<file path="src/rtl/bp_pkg.sv">
// Shared types and constants for the branch-predictor update scheduler.
package bp_pkg;

    typedef enum logic [1:0] {
        S_INIT = 2'd0,
        S_RUN  = 2'd1,
        S_GAP  = 2'd2
    } bp_sched_state_t;

    // Weakly not-taken: the value every PHT entry holds after a sweep.
    localparam logic [1:0] BP_INIT_VALUE = 2'b01;

    function automatic int bp_count_width(input int depth);
        return $clog2(depth) + 1;
    endfunction

endpackage

</file>
<file path="src/rtl/bp_update_fifo.sv">
// Synchronous FIFO of resolved-branch updates; flush empties it in one edge.
module bp_update_fifo
    import bp_pkg::*;
#(
    parameter type T     = logic [8:0],
    parameter int  DEPTH = 4,
    localparam int PTR_W = $clog2(DEPTH),
    localparam int CNT_W = bp_count_width(DEPTH)
) (
    input  logic             clk,
    input  logic             rstn,
    input  logic             i_flush,
    input  logic             i_push,
    input  T                 i_data,
    input  logic             i_pop,
    output T                 o_head,
    output logic             o_full,
    output logic             o_empty,
    output logic [CNT_W-1:0] o_count
);

    T                 r_mem [DEPTH];
    logic [PTR_W-1:0] r_wr_ptr;
    logic [PTR_W-1:0] r_rd_ptr;
    logic [CNT_W-1:0] r_count;
    logic             w_push;
    logic             w_pop;

    assign o_full  = (r_count == CNT_W'(DEPTH));
    assign o_empty = (r_count == '0);
    assign o_count = r_count;
    assign o_head  = r_mem[r_rd_ptr];

    // A full FIFO refuses a push even when a pop happens on the same edge.
    assign w_push = i_push & ~o_full & ~i_flush;
    assign w_pop  = i_pop & ~o_empty & ~i_flush;

    always_ff @(posedge clk) begin
        if (w_push) begin
            r_mem[r_wr_ptr] <= i_data;
        end
    end

    always_ff @(posedge clk) begin
        if (!rstn || i_flush) begin
            r_wr_ptr <= '0;
            r_rd_ptr <= '0;
            r_count  <= '0;
        end else begin
            if (w_push) begin
                r_wr_ptr <= r_wr_ptr + 1'b1;
            end
            if (w_pop) begin
                r_rd_ptr <= r_rd_ptr + 1'b1;
            end
            case ({w_push, w_pop})
                2'b10:   r_count <= r_count + 1'b1;
                2'b01:   r_count <= r_count - 1'b1;
                default: r_count <= r_count;
            endcase
        end
    end

endmodule

</file>
<file path="src/rtl/bp_update_scheduler.sv">
// Sweeps the PHT to INIT_VALUE, then drains queued branch updates to the
// predictor at most once every two cycles (read-modify-write spacing).
module bp_update_scheduler
    import bp_pkg::*;
#(
    parameter int         INDEX_WIDTH = 8,
    parameter int         QUEUE_DEPTH = 4,
    parameter logic [1:0] INIT_VALUE  = BP_INIT_VALUE
) (
    input  logic                       clk,
    input  logic                       rstn,
    input  logic                       req_valid,
    input  logic [INDEX_WIDTH-1:0]     req_index,
    input  logic                       req_taken,
    output logic                       req_ready,
    input  logic                       reinit,
    output logic                       upd_valid,
    output logic [INDEX_WIDTH-1:0]     upd_index,
    output logic                       upd_taken,
    output logic                       clr_we,
    output logic [INDEX_WIDTH-1:0]     clr_addr,
    output logic [1:0]                 clr_data,
    output logic                       init_busy,
    output bp_sched_state_t            dbg_state,
    output logic [$clog2(QUEUE_DEPTH):0] dbg_count
);

    localparam int CNT_W = bp_count_width(QUEUE_DEPTH);
    localparam logic [INDEX_WIDTH-1:0] LAST_ADDR = '1;

    typedef struct packed {
        logic [INDEX_WIDTH-1:0] index;
        logic                   taken;
    } bp_update_t;

    bp_sched_state_t        r_state;
    logic [INDEX_WIDTH-1:0] r_clr_addr;
    logic                   r_clr_we;
    logic                   r_init_busy;
    logic                   r_upd_valid;
    logic [INDEX_WIDTH-1:0] r_upd_index;
    logic                   r_upd_taken;

    bp_update_t             w_push_data;
    bp_update_t             w_head;
    logic                   w_full;
    logic                   w_empty;
    logic                   w_push;
    logic                   w_pop;
    logic                   w_flush;
    logic [CNT_W-1:0]       w_count;

    // Valid/ready: an update transfers on any edge where req_valid & req_ready.
    // A push coinciding with an accepted reinit is dropped by the flush.
    assign req_ready   = ~w_full & ~r_init_busy;
    assign w_push      = req_valid & req_ready;
    assign w_push_data = '{index: req_index, taken: req_taken};
    assign w_flush     = reinit & (r_state != S_INIT);
    assign w_pop       = (r_state == S_RUN) & ~w_empty & ~reinit;

    bp_update_fifo #(
        .T     (bp_update_t),
        .DEPTH (QUEUE_DEPTH)
    ) u_fifo (
        .clk     (clk),
        .rstn    (rstn),
        .i_flush (w_flush),
        .i_push  (w_push),
        .i_data  (w_push_data),
        .i_pop   (w_pop),
        .o_head  (w_head),
        .o_full  (w_full),
        .o_empty (w_empty),
        .o_count (w_count)
    );

    always_ff @(posedge clk) begin
        if (!rstn) begin
            r_state     <= S_INIT;
            r_clr_addr  <= '0;
            r_clr_we    <= 1'b0;
            r_init_busy <= 1'b1;
            r_upd_valid <= 1'b0;
            r_upd_index <= '0;
            r_upd_taken <= 1'b0;
        end else begin
            r_upd_valid <= 1'b0;
            case (r_state)
                S_INIT: begin
                    // clr_we is low only on the first cycle out of reset.
                    if (!r_clr_we) begin
                        r_clr_we <= 1'b1;
                    end else if (r_clr_addr == LAST_ADDR) begin
                        r_clr_we    <= 1'b0;
                        r_init_busy <= 1'b0;
                        r_clr_addr  <= '0;
                        r_state     <= S_RUN;
                    end else begin
                        r_clr_addr <= r_clr_addr + 1'b1;
                    end
                end
                S_RUN: begin
                    if (reinit) begin
                        r_state     <= S_INIT;
                        r_clr_addr  <= '0;
                        r_clr_we    <= 1'b1;
                        r_init_busy <= 1'b1;
                    end else if (w_pop) begin
                        r_upd_valid <= 1'b1;
                        r_upd_index <= w_head.index;
                        r_upd_taken <= w_head.taken;
                        r_state     <= S_GAP;
                    end
                end
                S_GAP: begin
                    if (reinit) begin
                        r_state     <= S_INIT;
                        r_clr_addr  <= '0;
                        r_clr_we    <= 1'b1;
                        r_init_busy <= 1'b1;
                    end else begin
                        r_state <= S_RUN;
                    end
                end
                default: r_state <= S_INIT;
            endcase
        end
    end

    assign upd_valid = r_upd_valid;
    assign upd_index = r_upd_index;
    assign upd_taken = r_upd_taken;
    assign clr_we    = r_clr_we;
    assign clr_addr  = r_clr_addr;
    assign clr_data  = INIT_VALUE;
    assign init_busy = r_init_busy;
    assign dbg_state = r_state;
    assign dbg_count = w_count;

endmodule

</file>
<file path="config.mk">
export PLATFORM = sky130hd
export DESIGN_NAME = bp_update_scheduler
export DESIGN_NICKNAME = d
export VERILOG_FILES = /design/src/rtl/bp_pkg.sv /design/src/rtl/bp_update_fifo.sv /design/src/rtl/bp_update_scheduler.sv
export SDC_FILE = /design/constraint.sdc
export NUM_CORES = 1
export LEC_CHECK = 0
export ABC_AREA = 1
export BUFFER_PORTS_ARGS = -buffer_cell sky130_fd_sc_hd__buf_2
export CORE_ASPECT_RATIO = 0.6
export CORE_UTILIZATION = 35
export CTS_BUF_LIST = sky130_fd_sc_hd__clkbuf_8
export DETAILED_ROUTE_END_ITERATION = 6
export PLACE_DENSITY = 0.59
export SLEW_MARGIN = 20
export SYNTH_ARGS = -nofsm -noshare
export SYNTH_HDL_FRONTEND = slang
export SYNTH_HIERARCHICAL = 1
export SYNTH_SLANG_ARGS = --single-unit
</file>
<file path="constraint.sdc">
create_clock -name clk -period 2.6 [get_ports clk]
set_clock_uncertainty 0.1 [all_clocks]
set_input_delay 0.26 -clock clk [delete_from_list [all_inputs] [get_ports clk]]
set_output_delay 0.26 -clock clk [all_outputs]
set_load 0.005 [all_outputs]
</file>
==> impl_results.md <==
- Outcome: completed
- Iter 0 DRT Violations: approximately 150
- Core area: ~8000 µm²
- Initial core utilization: 0.368
- R2r worst-path depth: 18
- Sequential cell area fraction in the yosys report: 0.575
- Post-Synth XOR/XNOR Area: 0.00296
- CTS sink count: 67
- Mapped Avg Cell Area: between 9 and 10 µm²
- Vias in the first global route: about 2,000
- Crit path kind: reg2reg
- Non-filler cells, final: between 400 and 500
- HP Start: req_index[5]
- Via count: between 2,000 and 2,500
- Leakage Power: approximately 0.0014 µW
- Final worst slack: between 0.2 and 0.3 ns
- CTS Buf Count: 9
- Power density cells: 579 nW/µm²
- Hold Path Sink: u_fifo/r_mem[3][6]$_DFFE_PP_
- Reg2Reg Capture Point: u_fifo/o_count[2]$_SDFFE_PP0P_
- Max-cap viol count: 0
- Critical-path cell list: inv_1 -> nand2_2 -> inv_1 -> nand3b_1 -> clkinv_1 -> inv_1 -> nor2_4 -> nand2_4 -> inv_1 -> ha_1 -> inv_1 -> fa_1 -> inv_1 -> nand2_1 -> nand3_1 -> nand2_1 -> nand2_1 -> nor2_1
- Synthesized flop and latch total: between 60 and 70
- Slew Limit Fails: 0
- HP Class: in2reg
- Critical Path End Type: flip-flop
- Setup TNS: 0 ns
- Worst path max stage delay: about 0.40 ns
- Net count after synthesis: between 300 and 400
- Top Ports: between 40 and 50
- Syn. warnings: 6
- Synth cell types: 33
- # DRC: 0
- Reg clk slew, reported paths: ~0.07 ns
- Worst reg2reg startpoint: u_fifo/o_count[2]$_SDFFE_PP0P_
- Commonest cells in the netlist: nand2_1 (53), nor2_1 (43), edfxtp_1 (36)
- Area fraction of the dominant cell type after synthesis: 0.365
- Worst hold path depth: 1
- Worst path required time: ~2.8 ns
- Largest family of logic cells by synthesized area: simple AND/OR/NAND/NOR gates
- Count of final setup violators: 0
- Pin count of the biggest net entering global routing: 20
- Share of cells above drive strength 1: 0.231
- Max FO, Critical Path: 4
- GRT Total Usage: 0.151
- Dpl cells: ~460
- Wirelength per Cell: 12.6 µm
- Max rail drop VDD: ~0.00021 V
- Nets@finish: between 300 and 400
- Post-synth ARST share: 0
- Die W: between 100 and 150 µm
- Post-Synthesis Cells: slightly above 300
- CP max stage cell: fa_1
- Hpwl dp: 4.34 mm
- Drt pass-1 iters: 4
- DIE AREA: between 8000 and 9000 µm²
- Final worst-path cycle share: 0.890
- Multiplexer area fraction after synthesis: 0
- Post-Synth Adder-Cell Area: 0.0490
- IO buf count: 38
- Pre-CTS setup slack: approximately 0.15 ns
- Post-synth EDFFs: 36
- Aggregate global routing overflow: 0
- Startpoint Class: flip-flop
- Synthesis-to-layout area growth: 17.5%
- Period minus WS final: between 2 and 2.5 ns
- Most common cell in the synthesized netlist: nand2_1
- RSZ-0062 raised after global routing: false
- Initial antenna violation count: 0
- Fmax: between 400 and 500 MHz
- # H-tree levels: 3
- Area leader, netlist: edfxtp_1
- Antenna Violating Nets Remaining: 0
- Data arrival, critical path: approximately 2.5 ns
- Die Height: approximately 73 µm
- Maximum buffer depth of the clock tree: 2
- Drt total wl: roughly 6.0 mm
- Via density: around 4.6
- CTS tree: built
- RD Place Congestion: 0.778
- Max-slew headroom: 0.541
- Worst-Margin Slew: between 0.6 and 0.7 ns
- First-pass GRT wire length: a little under 10 mm
- Synth top area cells: edfxtp_1 (37%), dfxtp_1 (21%), nand2_1 (6.7%)
- Clock latency on the worst-skew pair: between 0.3 and 0.4 ns
- CTS root buffer: clkbuf_8
- CP most frequent cell: inv_1
- Post-Syn Area: 2960 µm²
- Simple-Gate Fraction of Synth Area: 0.198
- Top FF cell, synth: edfxtp_1
- # rows: 25
- Antenna cells: 0
- Reg2reg setup slack: roughly 0.29 ns
- Post-synthesis compound-gate area fraction: 0.103
- Hold Fails Final Rpt: 0
==> report_power, final <==
part	switching (µW)	total, µW	internal [µW]
clock	406	844	439
combinational	30.5	46.4	15.9
sequential	4.15	1120	1120
total	440	2010	1570
==> metrics by stage <==
step | util | area [µm²] | hold slack (ns) | power, µW
after floorplan | - | 2960 | 0.245 | 1170
after global placement | 0.407 | 3270 | 0.351 | 1190
after detailed placement | 0.407 | 3270 | 0.354 | 1190
after CTS | 0.431 | 3460 | 0.00740 | 2040
after global routing | 0.432 | 3480 | 0.00869 | 2090
final | 0.432 | 3480 | 0.0254 | 2010
==> per-layer routing <==
layer  up-vias  wire (µm)  global-route usage
met4         0         78              0.0617
met5         -          0                   0
li1       1119          -                   -
met1       989       3190               0.208
met3        10        271              0.0602
met2        33       2430               0.211
==> registers in the layout (all words and copies together), names as in the netlist, named ones only <==
name,flops
clr_we,1
upd_valid,1
clr_addr,8
init_busy,1
u_fifo/r_wr_ptr,2
upd_taken,1
u_fifo/r_mem,36
u_fifo/r_rd_ptr,2
dbg_state,2
upd_index,8
u_fifo/o_count,3
==> placed cells by master, fill, tap and decap left out, types with 2 or more instances in the layout <==
master,count
nor2_1,42
o21ai_1,4
a21oi_1,18
buf_4,6
edfxtp_1,36
inv_1,33
dfxtp_1,28
nand2_4,4
o22ai_1,9
dfxtp_2,3
nor2_4,3
nor2_2,3
o21bai_1,2
inv_2,3
clkinv_2,2
o21ai_0,21
ha_1,10
clkinv_4,2
nand4_1,2
conb_1,2
clkbuf_8,9
buf_2,38
nand2_1,53
nand3_1,13
clkinv_1,2
nand2_2,5
==> area by class of cell <==
class,instances,area [µm²]
sequential,67,1710
timing repair buffer,44,235
clock inverter,7,68.8
inverter,38,148
multi-input combinational,199,1060
tap,108,135
clock buffer,9,124
fill,789,4560
==> how the worst max path moves through the flow <==
stage          cells after the start                           start  slack [ns]                              to
6_report                          18  u_fifo/o_count[2]$_SDFFE_PP0P_        0.29  u_fifo/o_count[2]$_SDFFE_PP0P_
5_1_grt                           18  u_fifo/o_count[2]$_SDFFE_PP0P_       0.003  u_fifo/o_count[2]$_SDFFE_PP0P_
4_1_cts                           14       dbg_state[0]$_SDFFE_PN0P_        0.12  u_fifo/o_count[2]$_SDFFE_PP0P_
3_5_place_dp                      14       dbg_state[0]$_SDFFE_PN0P_        0.15  u_fifo/o_count[2]$_SDFFE_PP0P_
3_3_place_gp                      14       dbg_state[0]$_SDFFE_PN0P_        0.26  u_fifo/o_count[2]$_SDFFE_PP0P_
2_1_floorplan                     18  u_fifo/o_count[2]$_SDFFE_PP0P_        0.31  u_fifo/o_count[2]$_SDFFE_PP0P_
==> cells by family (layout without fill, tap and decap cells) <==
family	Yosys count	after routing
AND/OR/NAND/NOR	129	129
flip-flops	67	67
AO/OA/AOI/OAI	56	56
buffers and inverters	45	98
adder cells (fa/ha/maj)	11	11
other	2	2
XOR/XNOR	1	1
==> critical path, delay by kind of cell (launching register included) <==
kind,cells,cell delay [ns]
adder cells (fa/ha/maj),2,0.55
buffers and inverters,7,0.47
flip-flops,1,0.36
AND/OR/NAND/NOR,9,0.73
==> timing repair <==
action | 4_1_cts | 5_1_grt
resized for setup | 0 | 5
hold buffers | 0 | 0
buffers inserted | 0 | 0
setup endpoints to repair | 0 | 1
Note: power is estimated with default switching activity, not from simulation.
